===== src/rtl/spell_mem_pkg.sv =====
// spell_mem_pkg
//   Shared types and constants for the SPELL memory arbiter slice.
//   - state_t        : access sequencer states (IDLE, ISSUE, WAIT, DONE)
//   - GRANT_CPU/HOST : encoding of the grant_host flag and last-grant register
//   - *_DEFAULT      : default timeout length and counter width
//   - rr_pick_host   : two-way round-robin choice used by the arbiter
package spell_mem_pkg;

    typedef enum logic [1:0] {
        IDLE  = 2'd0,
        ISSUE = 2'd1,
        WAIT  = 2'd2,
        DONE  = 2'd3
    } state_t;

    localparam logic GRANT_CPU  = 1'b0;
    localparam logic GRANT_HOST = 1'b1;

    // Has to outlast the memory's 512-cycle init sweep.
    localparam int TIMEOUT_CYCLES_DEFAULT = 1024;
    localparam int CNT_W_DEFAULT          = 11;

    // Returns 1 when the host should be granted. A lone requester always
    // wins; on a tie the side that was not granted last goes first.
    function automatic logic rr_pick_host(input logic cpu_req,
                                          input logic host_req,
                                          input logic last_host);
        logic pick;
        if (cpu_req && host_req) begin
            pick = ~last_host;
        end else begin
            pick = host_req;
        end
        return pick;
    endfunction

endpackage


===== src/rtl/spell_mem_rr_arbiter.sv =====
// spell_mem_rr_arbiter
//   Two-way round-robin pick between the CPU and the host port.
//   The grant is combinational; the last-grant register only moves when the
//   sequencer actually accepts the pick (commit strobe).
// Ports:
//   clk, rst     : clock, asynchronous active-high reset
//   cpu_req      : CPU request
//   host_req     : host request
//   commit       : sequencer is in IDLE and will take the current pick
//   grant_valid  : at least one request is pending
//   grant_host   : chosen requester (GRANT_HOST / GRANT_CPU)
module spell_mem_rr_arbiter
    import spell_mem_pkg::*;
(
    input  logic clk,
    input  logic rst,
    input  logic cpu_req,
    input  logic host_req,
    input  logic commit,
    output logic grant_valid,
    output logic grant_host
);

    logic last_host;

    // Last-grant memory. Resetting to HOST makes the CPU win the first tie
    // after reset.
    always_ff @(posedge clk or posedge rst) begin
        if (rst) begin
            last_host <= GRANT_HOST;
        end else if (commit && grant_valid) begin
            last_host <= grant_host;
        end
    end

    // Combinational pick from the current requests and the last winner.
    always_comb begin
        grant_valid = cpu_req | host_req;
        grant_host  = rr_pick_host(cpu_req, host_req, last_host);
    end

endmodule


===== src/rtl/spell_mem_arbiter.sv =====
// spell_mem_arbiter
//   Sole driver of the SPELL memory wrapper's request inputs. Arbitrates
//   between the CPU and the host port, runs the select/data_ready handshake,
//   returns read data with a one-cycle ack, and aborts any access that waits
//   TIMEOUT_CYCLES without data_ready (ack with err = 1, rdata = 0).
//   All outputs are registered.
// Ports:
//   clk, rst                        : clock, asynchronous active-high reset
//   cpu_req/write/data_type/addr/wdata   : CPU request (held until cpu_ack)
//   cpu_ack                         : one-cycle completion pulse to the CPU
//   host_req/write/data_type/addr/wdata  : host request (held until host_ack)
//   host_ack                        : one-cycle completion pulse to the host
//   rdata, err                      : read data / timeout flag, valid with an ack
//   mem_select/write/type_data/addr/data_in : to the memory wrapper
//   mem_data_out, mem_data_ready    : from the memory wrapper
//   busy                            : sequencer is not IDLE
//   grant_host                      : owner of the current or last access
module spell_mem_arbiter
    import spell_mem_pkg::*;
#(
    parameter int TIMEOUT_CYCLES = TIMEOUT_CYCLES_DEFAULT,
    parameter int CNT_W          = CNT_W_DEFAULT
) (
    input  logic       clk,
    input  logic       rst,
    input  logic       cpu_req,
    input  logic       cpu_write,
    input  logic       cpu_data_type,
    input  logic [7:0] cpu_addr,
    input  logic [7:0] cpu_wdata,
    output logic       cpu_ack,
    input  logic       host_req,
    input  logic       host_write,
    input  logic       host_data_type,
    input  logic [7:0] host_addr,
    input  logic [7:0] host_wdata,
    output logic       host_ack,
    output logic [7:0] rdata,
    output logic       err,
    output logic       mem_select,
    output logic       mem_write,
    output logic       mem_type_data,
    output logic [7:0] mem_addr,
    output logic [7:0] mem_data_in,
    input  logic [7:0] mem_data_out,
    input  logic       mem_data_ready,
    output logic       busy,
    output logic       grant_host
);

    localparam logic [CNT_W-1:0] CNT_LAST = CNT_W'(TIMEOUT_CYCLES - 1);

    state_t            state;
    state_t            state_next;
    logic [CNT_W-1:0]  cnt;
    logic [CNT_W-1:0]  cnt_next;

    logic              pick_valid;
    logic              pick_host;
    logic              in_idle;

    logic              cpu_ack_next;
    logic              host_ack_next;
    logic [7:0]        rdata_next;
    logic              err_next;
    logic              select_next;
    logic              write_next;
    logic              type_next;
    logic [7:0]        addr_next;
    logic [7:0]        wdata_next;
    logic              busy_next;
    logic              grant_host_next;

    assign in_idle = (state == IDLE);

    spell_mem_rr_arbiter u_rr (
        .clk         (clk),
        .rst         (rst),
        .cpu_req     (cpu_req),
        .host_req    (host_req),
        .commit      (in_idle),
        .grant_valid (pick_valid),
        .grant_host  (pick_host)
    );

    // State, timeout counter and every output register. Reset drops
    // mem_select and any pending ack immediately, so an aborted access is
    // never acknowledged.
    always_ff @(posedge clk or posedge rst) begin
        if (rst) begin
            state         <= IDLE;
            cnt           <= '0;
            cpu_ack       <= 1'b0;
            host_ack      <= 1'b0;
            rdata         <= 8'h00;
            err           <= 1'b0;
            mem_select    <= 1'b0;
            mem_write     <= 1'b0;
            mem_type_data <= 1'b0;
            mem_addr      <= 8'h00;
            mem_data_in   <= 8'h00;
            busy          <= 1'b0;
            grant_host    <= GRANT_CPU;
        end else begin
            state         <= state_next;
            cnt           <= cnt_next;
            cpu_ack       <= cpu_ack_next;
            host_ack      <= host_ack_next;
            rdata         <= rdata_next;
            err           <= err_next;
            mem_select    <= select_next;
            mem_write     <= write_next;
            mem_type_data <= type_next;
            mem_addr      <= addr_next;
            mem_data_in   <= wdata_next;
            busy          <= busy_next;
            grant_host    <= grant_host_next;
        end
    end

    // Next-state and next-output logic. The memory request fields hold their
    // latched values between accesses; ack/rdata/err default to 0 so they
    // only live for the single DONE cycle.
    always_comb begin
        state_next      = state;
        cnt_next        = cnt;
        cpu_ack_next    = 1'b0;
        host_ack_next   = 1'b0;
        rdata_next      = 8'h00;
        err_next        = 1'b0;
        select_next     = mem_select;
        write_next      = mem_write;
        type_next       = mem_type_data;
        addr_next       = mem_addr;
        wdata_next      = mem_data_in;
        grant_host_next = grant_host;

        case (state)
            IDLE: begin
                if (pick_valid) begin
                    state_next      = ISSUE;
                    select_next     = 1'b1;
                    grant_host_next = pick_host;
                    if (pick_host == GRANT_HOST) begin
                        write_next = host_write;
                        type_next  = host_data_type;
                        addr_next  = host_addr;
                        wdata_next = host_wdata;
                    end else begin
                        write_next = cpu_write;
                        type_next  = cpu_data_type;
                        addr_next  = cpu_addr;
                        wdata_next = cpu_wdata;
                    end
                end
            end

            // data_ready here still mirrors the select of the previous
            // cycle, so it is not looked at.
            ISSUE: begin
                state_next = WAIT;
                cnt_next   = '0;
            end

            WAIT: begin
                cnt_next = cnt + CNT_W'(1);
                if (mem_data_ready) begin
                    state_next  = DONE;
                    select_next = 1'b0;
                    rdata_next  = mem_write ? 8'h00 : mem_data_out;
                end else if (cnt == CNT_LAST) begin
                    state_next  = DONE;
                    select_next = 1'b0;
                    err_next    = 1'b1;
                end
            end

            DONE: begin
                state_next = IDLE;
            end

            default: begin
                state_next  = IDLE;
                select_next = 1'b0;
            end
        endcase

        // The ack goes to whoever owns the access, on entry to DONE.
        if (state == WAIT && state_next == DONE) begin
            cpu_ack_next  = (grant_host == GRANT_CPU);
            host_ack_next = (grant_host == GRANT_HOST);
        end

        busy_next = (state_next != IDLE);
    end

endmodule


===== config.mk =====
export PLATFORM = sky130hd
export DESIGN_NAME = spell_mem_arbiter
export DESIGN_NICKNAME = d
export VERILOG_FILES = /design/src/rtl/spell_mem_pkg.sv /design/src/rtl/spell_mem_rr_arbiter.sv /design/src/rtl/spell_mem_arbiter.sv
export SDC_FILE = /design/constraint.sdc
export NUM_CORES = 1
export LEC_CHECK = 0
export CORE_MARGIN = 4
export CORE_UTILIZATION = 43
export CTS_CLUSTER_DIAMETER = 30
export CTS_CLUSTER_SIZE = 8
export DETAILED_ROUTE_END_ITERATION = 16
export HOLD_SLACK_MARGIN = 0.06
export PLACE_DENSITY = 0.85
export SYNTH_ARGS = -nofsm -noshare
export SYNTH_HDL_FRONTEND = slang
export SYNTH_HIERARCHICAL = 1
export SYNTH_SLANG_ARGS = --single-unit

===== constraint.sdc =====
create_clock -name clk -period 2.39 [get_ports clk]
set_clock_uncertainty 0.1 [all_clocks]
set_input_delay 0.478 -clock clk [delete_from_list [all_inputs] [get_ports clk]]
set_output_delay 0.478 -clock clk [all_outputs]
set_load 0.02 [all_outputs]

# After elaboration in Yosys (flattened, before gate mapping)
# Cells that the tools add are included.
[totals] register_bits=46 inputBits=49 out_inout_bits=32 elab_cells=56
[classes] n_addsub=1 n_eq_ne=7 mux=22 n_bitwise=3 n_reduce_logical=9
[ops] operator="two-way mux 8 bit" count=5
[ops] operator="one-hot mux 11 bit (2 select lines)" count=1
[ops] operator="adder 11 x 1 -> 11 bit (second input constant)" count=1
[ops] operator="== test 11 x 10 -> 1 bit (second input constant)" count=1
[ops] operator="two-way mux 1 bit" count=11
[ops] operator="one-hot mux 2 bit (4 select lines)" count=1
[ops] operator="== test 2 bit (second input constant)" count=3
[ops] operator="two-way mux 2 bit" count=3
[ops] operator="nonzero test 2 bit" count=3
[ops] operator="logical AND 1 bit" count=3
[ops] operator="inequality test 3 bit (second input constant)" count=1
[ops] operator="AND reduction 3 bit" count=1
[ops] operator="== test 2 x 1 -> 1 bit (second input constant)" count=1
[ops] operator="logical NOT 2 bit" count=1
[ops] operator="inequality test 2 bit (second input constant)" count=1
[ops] operator="inverter 1 bit" count=2
[ops] operator="one-hot mux 1 bit (2 select lines)" count=1
[ops] operator="AND reduction 2 bit" count=1
[ops] operator="bitwise OR 1 bit" count=1

# Longest topological paths before layout
# Gate-level depths: netlist (run 1).
[logic_depth] depth_word=7 ltp_mapped=7 mapped_depth_nobuf=5

# By module
# Netlist (run 1), hierarchy kept.
[modules_own_cells] module="spell_mem_arbiter" instances=1 cells_each=186 area_each_um2=2014.4 seq_area_each_um2=1126.1
[modules_own_cells] module="spell_mem_rr_arbiter" instances=1 cells_each=6 area_each_um2=55.1 seq_area_each_um2=26.3

# Worst setup path before layout (run 1)
# Ideal clock, no wire load.
[synth_path] path_kind="reg2reg" from="register state[0]" to="register cpu_ack" setup_time_ns=0.087 arrival_time_ns=1.668 t_required_ns=2.203 setup_slack_ns=0.536 stages_incl_launch_ff=7 path_buffers=1 synth_period_minus_slack_ns=1.854 path_cell_list="dfrtp_1 > inv_1 > ha_1 > buf_6 > or3b_1 > or4_4 > a211oi_2"
[synth_between] elab_chain_len=6 word_cells_on_any_way=11 classes_between="eq/ne (4); mux (5); reduce/logical (2)"
[synth_lines] item="start: declaration" line_no="spell_mem_arbiter.sv:53" text="state_t state;"
[synth_lines] item="start signal: assignment" line_no="spell_mem_arbiter.sv:105" text="state <= state_next;"
[synth_lines] item="two-way mux 2 bit" line_no="spell_mem_arbiter.sv:171" text="end else if (cnt == CNT_LAST) begin"
[synth_lines] item="two-way mux 2 bit" line_no="spell_mem_arbiter.sv:167" text="if (mem_data_ready) begin"
[synth_lines] item="one-hot mux 2 bit (4 select lines)" line_no="spell_mem_arbiter.sv:138" text="case (state)"
[synth_lines] item="== test 2 bit" line_no="spell_mem_arbiter.sv:189" text="if (state == WAIT && state_next == DONE) begin"
[synth_lines] item="logical AND 1 bit (*)" line_no="spell_mem_arbiter.sv:189"
[synth_lines] item="two-way mux 1 bit (*)" line_no="spell_mem_arbiter.sv:189"
[synth_lines] item="named net cpu_ack_next" line_no="spell_mem_arbiter.sv:62" text="logic cpu_ack_next;"
[synth_lines] item="end signal: assignment" line_no="spell_mem_arbiter.sv:107" text="cpu_ack <= cpu_ack_next;"
[synth_lines] item="end: declaration" line_no="spell_mem_arbiter.sv:31" text="output logic cpu_ack,"
# Mark *: on every way through the listed nets, which the timed path passes. The rest lies on a longest branch.
# A chain may end at the register's enable or synchronous reset.

# Worst setup path in the final report (run 1)
[layout_path] from="register state[0]" to="register cnt[7]"
[layout_between] elab_chain_len=2 word_cells_on_any_way=4 classes_between="eq/ne (2); mux (1); reduce/logical (1)"
[layout_lines] item="== test 2 bit / == test 2 x 1 -> 1 bit (equally long branches)" line_no="spell_mem_arbiter.sv:138"
[layout_lines] item="one-hot mux 11 bit (2 select lines) / nonzero test 2 bit (equally long branches)"
[layout_lines] item="end signal: assignment" line_no="spell_mem_arbiter.sv:106" text="cnt <= cnt_next;"
[layout_lines] item="end: declaration" line_no="spell_mem_arbiter.sv:55" text="logic [CNT_W-1:0] cnt;"
# Several ways; a longest one is shown, not always the timed one.

==> results of run 1 <==
cell type report:
| cell class | count | area share (%) |
|---|---|---|
| tap | 52 | 2.12 |
| multi-input combinational | 129 | 27.5 |
| inverter | 9 | 1.10 |
| timing repair buffer | 85 | 28.1 |
| sequential | 46 | 37.5 |
| clock buffer | 8 | 3.59 |
registers in the layout (all words and copies together) (netlist names):
| register | cells |
|---|---|
| busy | 1 |
| cnt | 11 |
| cpu_ack | 1 |
| err | 1 |
| grant_host | 1 |
| host_ack | 1 |
| mem_addr | 8 |
| mem_data_in | 8 |
| mem_select | 1 |
| mem_type_data | 1 |
| mem_write | 1 |
| rdata | 8 |
| state | 2 |
| u_rr/last_host | 1 |
critical path, cell delays in order, from the launching register on:
cell and delay, ns:
dfrtp_1 0.37, inv_1 0.07, ha_1 0.45, clkinv_1 0.33, or4_1 0.59, a21oi_1 0.16
power by group:
part,internal (uW),leakage (uW),switching (uW),total (uW)
Combinational,713,0.000671,855,1570
Sequential,1030,0.000571,141,1170
Clock,292,0.0000575,241,533
layer usage:
metal  track usage [%]  share of wire [%]
met3              6.25                 10
met1              20.1                 42
met4              5.34                1.2
met2              26.5                 46
met5                 0                  0
synth_stat cells, types with 2 or more instances:
library cell / n
nand4_1: 3
nor2_1: 21
o31ai_1: 2
nor4_1: 2
ha_1: 3
dfrtp_1: 45
o2bb2ai_1: 2
or3_1: 2
buf_2: 2
inv_1: 8
clkbuf_1: 3
nand3_1: 5
nor2b_1: 3
or4_1: 2
o21ai_0: 3
nand2_1: 8
and2_1: 9
a21oi_1: 24
nand2b_1: 4
mux2i_1: 22
cells by family after synthesis:
family / count (synthesis) / share of synthesized area (%)
xor gates and xnor gates: 1 / 0.423
adders and majority gates: 3 / 1.81
muxes: 23 / 11.2
DFF: 46 / 55.7
AOI/OAI and AO/OA: 39 / 11.5
buffers and inverters: 17 / 3.63
and+or+nand+nor: 63 / 15.8
per-stage QoR:
stage,hold slack (ns),utilization (%)
CTS,0.414,68.2
finish,0.408,68.2
global route,0.434,68.2
floorplan,0.268,-
global placement,0.399,65.7
detailed placement,0.405,65.7
final timing paths:
| path | from | endpoint | slack [ns] | cells after the start |
|---|---|---|---|---|
| max | state[0]$_DFF_PP0_ | cnt[7]$_DFFE_PP0P_ | 0.24 | 5 |
| min | grant_host$_DFFE_PP0P_ | cpu_ack$_DFF_PP0_ | 0.41 | 1 |
| max reg2reg | state[0]$_DFF_PP0_ | cnt[7]$_DFFE_PP0P_ | 0.24 | 5 |
| min reg2reg | grant_host$_DFFE_PP0P_ | cpu_ack$_DFF_PP0_ | 0.41 | 1 |
| max in group asynchronous | rst | mem_addr[1]$_DFFE_PP0P_ | 1.25 | 3 |
| min in group asynchronous | rst | u_rr/last_host$_DFFE_PP1P_ | 0.42 | 2 |
==> flow_metrics.env, run 1 <==
export IMPL_run_status="completed"
export IMPL_area_growth_pct=48.4
export IMPL_die_area_um2=5990
export IMPL_layout_drive_gt1_share_pct=6.86
export IMPL_fill_cells=362
export IMPL_hp_class="reg2reg"
export IMPL_final_common_cell="clkdlybuf4s50_1"
export IMPL_rows=24
export IMPL_fmax_ghz=0.466
export IMPL_wirelength_um=4610
export IMPL_initial_core_util_pct=45.9
export IMPL_worstSetupPathType="reg2reg"
export IMPL_synth_ff_type="dfrtp_1"
export IMPL_avgViaCountPerCell=5.16
export IMPL_post_cts_buffers=0
export IMPL_grt_pass1_wl_um=8130
export IMPL_hold_viol_final=0
export IMPL_grt_max_degree=37
export IMPL_finalSetupViolations=0
export IMPL_async_flop_share_pct=100
export IMPL_final_cell_mix="80 x clkdlybuf4s50_1, 45 x dfrtp_1, 24 x a21oi_1"
export IMPL_cp_end_kind="flip-flop"
export IMPL_fp_dieW_um=77.4
export IMPL_design_area_um2=3070
export IMPL_crit_required_ns=2.50
export IMPL_critPathMaxFanout=10
export IMPL_wl_per_cell_um=14.0
export IMPL_gr_total_overflow=0
export IMPL_num_io_pins=81
export IMPL_yosysSeqAreaShare_pct=55.7
export IMPL_antenna_left=0
export IMPL_syn_area_um2=2070
export IMPL_synthCells=192
export IMPL_dpl_cell_count=321
export IMPL_setup_tns_ns=0
export IMPL_syn_avg_cell_area_um2=10.8
export IMPL_root_buffer="clkbuf_8"
export IMPL_crit_arrival_ns=2.26
export IMPL_htree_levels=2
export IMPL_grt_usage_pct=16.3
export IMPL_ir_worst_vdd_uv=511
export IMPL_first_pass_iters=4
export IMPL_start_kind="flip-flop"
export IMPL_clock_sinks=46
export IMPL_gp_congestion=0.844
export IMPL_ys_ff_latch=46
export IMPL_report_final_slew_viol_count=0
export IMPL_total_power_uw=3270
export IMPL_drt_first_iter_violations=45
export IMPL_rsz0062_at_grt="false"
export IMPL_power_density_nw_per_um2=1060
export IMPL_yosys_warnings=6
export IMPL_placed_cell_area_um2=2960
export IMPL_dp_hpwl_um=3530
export IMPL_core_area_um2=4500
export IMPL_cts_repair_resized=0
export IMPL_layout_min_cycle_time_ns=2.15
export IMPL_route_detailed_drc=0
export IMPL_timing_final_crit_share_pct=89.9
export IMPL_syn_nets=244
export IMPL_cts_tree="yes"
export IMPL_synthTopCellsByArea="dfrtp_1 54%, mux2i_1 11%, a21oi_1 5.8%"
export IMPL_die_h_um=77.4
export IMPL_cts_hold_buf=0
export IMPL_slew_headroom_pct=68.2
export IMPL_setup_slack_ns=0.242
export IMPL_regArea_um2=1150
export IMPL_nets=328
export IMPL_antenna_found_initial=0
export IMPL_path_clk_slew_ns=0.08
export IMPL_worst_slew_pin_slew_ns=0.476
export IMPL_multiInputGateArea_um2=846
export IMPL_insertedDiodeCount=0
export IMPL_maxCapViolations=0
export IMPL_synth_cell_types=39
export IMPL_yosysTopAreaCellShare_pct=54.4
export IMPL_grt_pass1_vias=1753
export IMPL_p_leak_uw=0.00130
export IMPL_clk_insertion_delay_late_ns=0.29
export IMPL_yosysTopAreaCell="dfrtp_1"
export IMPL_pre_cts_ws_ns=0.281
export IMPL_cts_buffer_depth=2
export IMPL_num_vias=1699
export IMPL_numPortBuffers=80
export IMPL_instances_no_fill=329
export IMPL_synth_edf_count=0
export IMPL_cts_buffers=5
No activity file was read; power rests on OpenSTA's default activity.
==> run 2, diff against run 1 <==
--- a/config.mk
+++ b/config.mk
@@ -5,7 +5,7 @@
 export SDC_FILE = /design/constraint.sdc
 export NUM_CORES = 1
 export LEC_CHECK = 0
-export CORE_MARGIN = 4
+export CORE_MARGIN = 2
 export CORE_UTILIZATION = 43
 export CTS_CLUSTER_DIAMETER = 30
 export CTS_CLUSTER_SIZE = 8
==> run 2 against run 1 <==
Clock power decreased by 11%. Clock-buffer cell count decreased by 1. Worst setup slack improved by 0.041 ns. Critical path depth unchanged. Die area decreased by 10%. Power decreased by 1.0%. Utilization decreased by 3.2 points. Critical path type unchanged. First-iteration DRC count increased by 36%. Cell area decreased by 0.69%.
==> flow_metrics.env, run 2 (same netlist as run 1, synthesis figures left out) <==
export IMPL_avgViaCountPerCell=5.09
export IMPL_hold_depth=1
export IMPL_rows=25
export IMPL_wirelength_um=4520
export IMPL_setup_tns_ns=0
export IMPL_ir_worst_vdd_uv=569
export IMPL_grt_pass1_wl_um=7490
export IMPL_antenna_left=0
export IMPL_crit_required_ns=2.51
export IMPL_top_register="cnt"
export IMPL_maxCapViolations=0
export IMPL_power_density_nw_per_um2=1060
export IMPL_p_leak_uw=0.00129
export IMPL_cp_num_buf_inv=1
export IMPL_largest_register_ffs=11
export IMPL_antenna_found_initial=0
export IMPL_num_io_pins=81
export IMPL_cts_buffer_depth=2
export IMPL_timing_rr_start="state[0]$_DFF_PP0_"
export IMPL_clock_sinks=46
export IMPL_reg2reg_depth=5
export IMPL_cts_hold_buf=0
export IMPL_timing_final_crit_share_pct=88.2
export IMPL_cts_repair_resized=0
export IMPL_die_h_um=73.4
export IMPL_nets=329
export IMPL_cp_slowest_cell="or4_1"
export IMPL_gp_congestion=0.787
export IMPL_timing_hold_ws_ns=0.421
export IMPL_numPortBuffers=80
export IMPL_grt_usage_pct=17.9
export IMPL_htree_levels=2
export IMPL_grt_max_degree=46
export IMPL_cts_buffers=5
export IMPL_critPathMaxFanout=9
export IMPL_worstSetupPathType="reg2reg"
export IMPL_rrSetupSlack_ns=0.28
export IMPL_crit_family="simple AND/OR/NAND/NOR gates"
export IMPL_run_status="completed"
export IMPL_cp_end_kind="flip-flop"
export IMPL_worstHoldStart="grant_host$_DFFE_PP0P_"
export IMPL_dp_hpwl_um=3380
export IMPL_num_vias=1691
export IMPL_path_clk_slew_ns=0.08
export IMPL_crit_arrival_ns=2.23
export IMPL_fmax_ghz=0.474
export IMPL_grt_pass1_vias=1662
export IMPL_final_cell_mix="80 x clkdlybuf4s50_1, 45 x dfrtp_1, 24 x a21oi_1"
export IMPL_final_common_cell="clkdlybuf4s50_1"
export IMPL_layout_drive_gt1_share_pct=6.83
export IMPL_layout_min_cycle_time_ns=2.11
export IMPL_critPathMaxStageDelay_ns=0.58
export IMPL_path_cells="inv_1 -> ha_1 -> nand4_1 -> or4_1 -> a21oi_1"
export IMPL_start_kind="flip-flop"
export IMPL_worst_slew_pin_slew_ns=0.555
export IMPL_die_area_um2=5380
export IMPL_insertedDiodeCount=0
export IMPL_fp_dieW_um=73.4
export IMPL_wl_per_cell_um=13.6
export IMPL_slew_headroom_pct=63.0
export IMPL_drt_first_iter_violations=61
export IMPL_hold_viol_final=0
export IMPL_post_cts_buffers=0
export IMPL_finalSetupViolations=0
export IMPL_first_pass_iters=4
export IMPL_rsz0062_at_grt="false"
export IMPL_rr_endpoint="cnt[10]$_DFFE_PP0P_"
export IMPL_clk_insertion_delay_late_ns=0.29
export IMPL_cts_tree="yes"
export IMPL_route_detailed_drc=0
export IMPL_whs_endpoint="cpu_ack$_DFF_PP0_"
export IMPL_gr_total_overflow=0
export IMPL_fill_cells=383
export IMPL_report_final_slew_viol_count=0
export IMPL_core_area_um2=4690
export IMPL_initial_core_util_pct=44.1
export IMPL_hp_class="reg2reg"
export IMPL_area_growth_pct=47.3
export IMPL_root_buffer="clkbuf_8"
-- run 2: cell types whose count changed in the layout (fill, tap and decap cells not counted) --
cell      before  now
clkinv_2       0    1
clkbuf_1       0    1
buf_12         2    1
clkbuf_8       8    6
buf_4          3    5
-- run 2: area by class of cell --
cell class                      instances  area, um2  share of cell area (%)
Sequential cell                        46       1150                    37.8
Timing Repair Buffer                   86        858                    28.1
Multi-Input combinational cell        129        846                    27.7
Clock buffer                            7       86.3                    2.83
Tap cell                               54       67.6                    2.22
Inverter                                9       33.8                    1.11
Clock inverter                          1       5.00                   0.164
-- run 2: worst max-delay path by stage --
stage	to	depth (start not counted)	from	slack [ns]
after global placement	busy$_DFF_PP0_	6	cpu_req	0.32
after CTS	cnt[10]$_DFFE_PP0P_	5	state[0]$_DFF_PP0_	0.29
after detailed placement	mem_data_in[1]$_DFFE_PP0P_	6	cpu_req	0.30
after floorplan	cpu_ack$_DFF_PP0_	6	state[0]$_DFF_PP0_	0.54
after global routing	cnt[10]$_DFFE_PP0P_	5	state[0]$_DFF_PP0_	0.17
final	cnt[10]$_DFFE_PP0P_	5	state[0]$_DFF_PP0_	0.28
-- run 2: where the power goes --
part	internal [uW]	switching (uW)
Clock	233	243
Combinational	731	858
Sequential	1030	144
-- run 2: metrics by stage --
stage	instance area (um2)	worst slack (ns)	power (uW)	util, %	std cells
2_1_floorplan	2070	0.536	2080	-	192
3_3_place_gp	2960	0.318	2730	63.0	324
3_5_place_dp	2960	0.302	2780	63.0	324
4_1_cts	3050	0.286	3260	65.0	332
5_1_grt	3050	0.167	3460	65.0	332
6_report	3050	0.282	3240	65.0	332
-- run 2: metal layers --
layer  share of wire (%)  up-vias  global-route usage (%)
met1                  41      780                    22.5
met5                   0        -                       0
met3                 8.6        6                    6.31
met4                 1.1        0                    5.86
met2                  49       64                    29.0
li1                    -      841                       -
==> RTL change: new RTL, flow settings as in run 2 <==
Make the reset (`rst`) synchronous in 2 clocked blocks. Comments in the files are not updated.
--- a/src/rtl/spell_mem_rr_arbiter.sv
+++ b/src/rtl/spell_mem_rr_arbiter.sv
@@ -25,7 +25,7 @@
 
     // Last-grant memory. Resetting to HOST makes the CPU win the first tie
     // after reset.
-    always_ff @(posedge clk or posedge rst) begin
+    always_ff @(posedge clk) begin
         if (rst) begin
             last_host <= GRANT_HOST;
         end else if (commit && grant_valid) begin
--- a/src/rtl/spell_mem_arbiter.sv
+++ b/src/rtl/spell_mem_arbiter.sv
@@ -86,7 +86,7 @@
     // State, timeout counter and every output register. Reset drops
     // mem_select and any pending ack immediately, so an aborted access is
     // never acknowledged.
-    always_ff @(posedge clk or posedge rst) begin
+    always_ff @(posedge clk) begin
         if (rst) begin
             state         <= IDLE;
             cnt           <= '0;
Formal check against the unedited RTL: differs if rst is asserted again (counterexample within 4 cycles, from zero or initial values and one cycle with rst high); with rst held inactive, the same outputs for 10 cycles.
==> RTL change against run 2 <==
  * Total power down 13%
  * Sequential cell count did not move
  * Critical endpoint is now cnt[7]
  * Worst setup slack better by 0.12 ns
  * Synthesized area is 5.0% lower
  * Design area decreased by 4.2%
  * Global-route usage shrank 0.23 points
  * Worst hold slack worse by 0.027 ns
  * Utilization rose by 1.7 points
  * Highest routed layer unchanged
  * Routed wire length decreased by 6.0%
==> RTL change: results (changes against run 2) <==
stage	metric	value	unit	change
outcome	outcome	complete, no violations		unchanged
placement	dp_hpwl	3282	um	was 3383 um
final_layout	nonClkBufAreaFrac	29.12	%	was 28.15%
clock_tree	post_cts_buffers	0		unchanged
final_layout	fin_nets	338		was 329
logic_synthesis	yosysUniqueCellTypes	40		was 39
logic_synthesis	synth_area_leaders	dfxtp_1 47%, mux2i_1 11%, a211oi_1 7.3%		was dfrtp_1 54%, mux2i_1 11%, a21oi_1 5.8%
logic_synthesis	seq_area_frac_synth	46.85	%	was 55.68%
worst_setup_path	slowest_delay	0.53	ns	was 0.58 ns
logic_synthesis	yosys-top-cells-count	46 x dfxtp_1, 24 x nor2_1, 21 x mux2i_1		was 45 x dfrtp_1, 24 x a21oi_1, 22 x mux2i_1
drt	wirelength	4244	um	was 4516 um
clock_tree	clock-root-buffer	clkbuf_8		unchanged
global_route	grt_pass1_vias	1640		was 1662
logic_synthesis	synth_fp_nets	257		was 244
worst_setup_path	path_max_fanout	13		was 9
final_layout	clkbuf_count	6		was 7
drt	first_iter_violations	82		was 61
final_layout	fillCellCount	359		was 383
power_and_ir_drop	ir_worst_vdd	478.7	uV	was 569.4 uV
power_and_ir_drop	pwr_density_cell	963.8	nW/um^2	was 1061 nW/um^2
sta	max-slew-margin-rel	73.13	%	was 63.01%
final_layout	num-nonclk-buffers	85		was 86
final_layout	nMultiInputCombCells	141		was 129
placement	portBuffers	80		unchanged
final_layout	seqCellArea	920.9	um^2	was 1152 um^2
logic_synthesis	synthArstFlopShare	0	%	was 100.0%
worst_setup_path	crit_path_top_delay_cell	ha_1		was or4_1
global_route	track_usage	17.68	%	was 17.91%
global_route	grt_max_degree	37		was 46
final_layout	area_share_clock_buf_inv	3.255	%	was 2.995%
drt	vias	1771		was 1691
logic_synthesis	synth_top_flop_cell	dfxtp_1		was dfrtp_1
global_route	grt_pass1_wl	7155	um	was 7493 um
final_layout	inverters	7		was 9
placement	gp_congestion	0.8038		was 0.7869
final_layout	multi_input_area	963.4	um^2	was 845.8 um^2
power_and_ir_drop	p_leak	1.079	nW	was 1.290 nW
placement	postPlaceCellArea	2826	um^2	was 2958 um^2
worst_setup_path	arrival	2.12	ns	was 2.23 ns
==> RTL change: changes by cell type in the layout (fill, tap and decap cells not counted), moves of 3 or more <==
cell      before  now
dfxtp_1        0   46
dfrtp_1       45    0
a211oi_1       0   19
a21oi_1       24    8
nor2_1        21   24
nor3_1         0    3
==> RTL change: per-stage QoR <==
stage	instances	setup slack (ns)
5_1_grt	339	0.2027
4_1_cts	339	0.4190
6_report	339	0.4072
3_5_place_dp	331	0.1359
2_1_floorplan	205	0.6936
3_3_place_gp	331	0.2740
==> RTL change: final timing paths <==
check                                 from       to  slack (ns)  depth (start not counted)
worst max-delay path              state[0]   cnt[7]        0.41                          5
worst min-delay path            grant_host  cpu_ack        0.39                          1
worst max register to register    state[0]   cnt[7]        0.41                          5
worst min register to register  grant_host  cpu_ack        0.39                          1
==> RTL change: logic make-up (layout without fill, tap and decap cells) <==
family | count (synthesis) | in the layout | synth area share [%]
buf+inv | 18 | 100 | 4.328
simple gates | 69 | 69 | 18.33
compound gates | 43 | 43 | 15.53
fa+ha+maj | 3 | 3 | 1.910
mux | 22 | 22 | 11.27
flops | 46 | 46 | 46.85
xor+xnor | 4 | 4 | 1.783
==> RTL change: critical path: cells and delay by family, from the launching register on <==
kind	cells	cell delay, ns
AO/OA/AOI/OAI	1	0.15
adder cells (fa/ha/maj)	1	0.53
buffers and inverters	1	0.07
flip-flops	1	0.36
AND/OR/NAND/NOR	2	0.70
==> RTL change: power breakdown <==
group          total, mW  internal, mW  switching, mW
sequential          1.03         0.939         0.0939
combinational       1.30         0.603          0.693
clock              0.488         0.232          0.255
==> RTL change: layer usage <==
metal	share of wire (%)	up-vias	GRT usage (%)
li1	-	902	-
met1	43	796	21.35
met2	47	66	28.70
met3	8.7	7	5.626
met4	1.9	0	8.176
met5	0	-	0
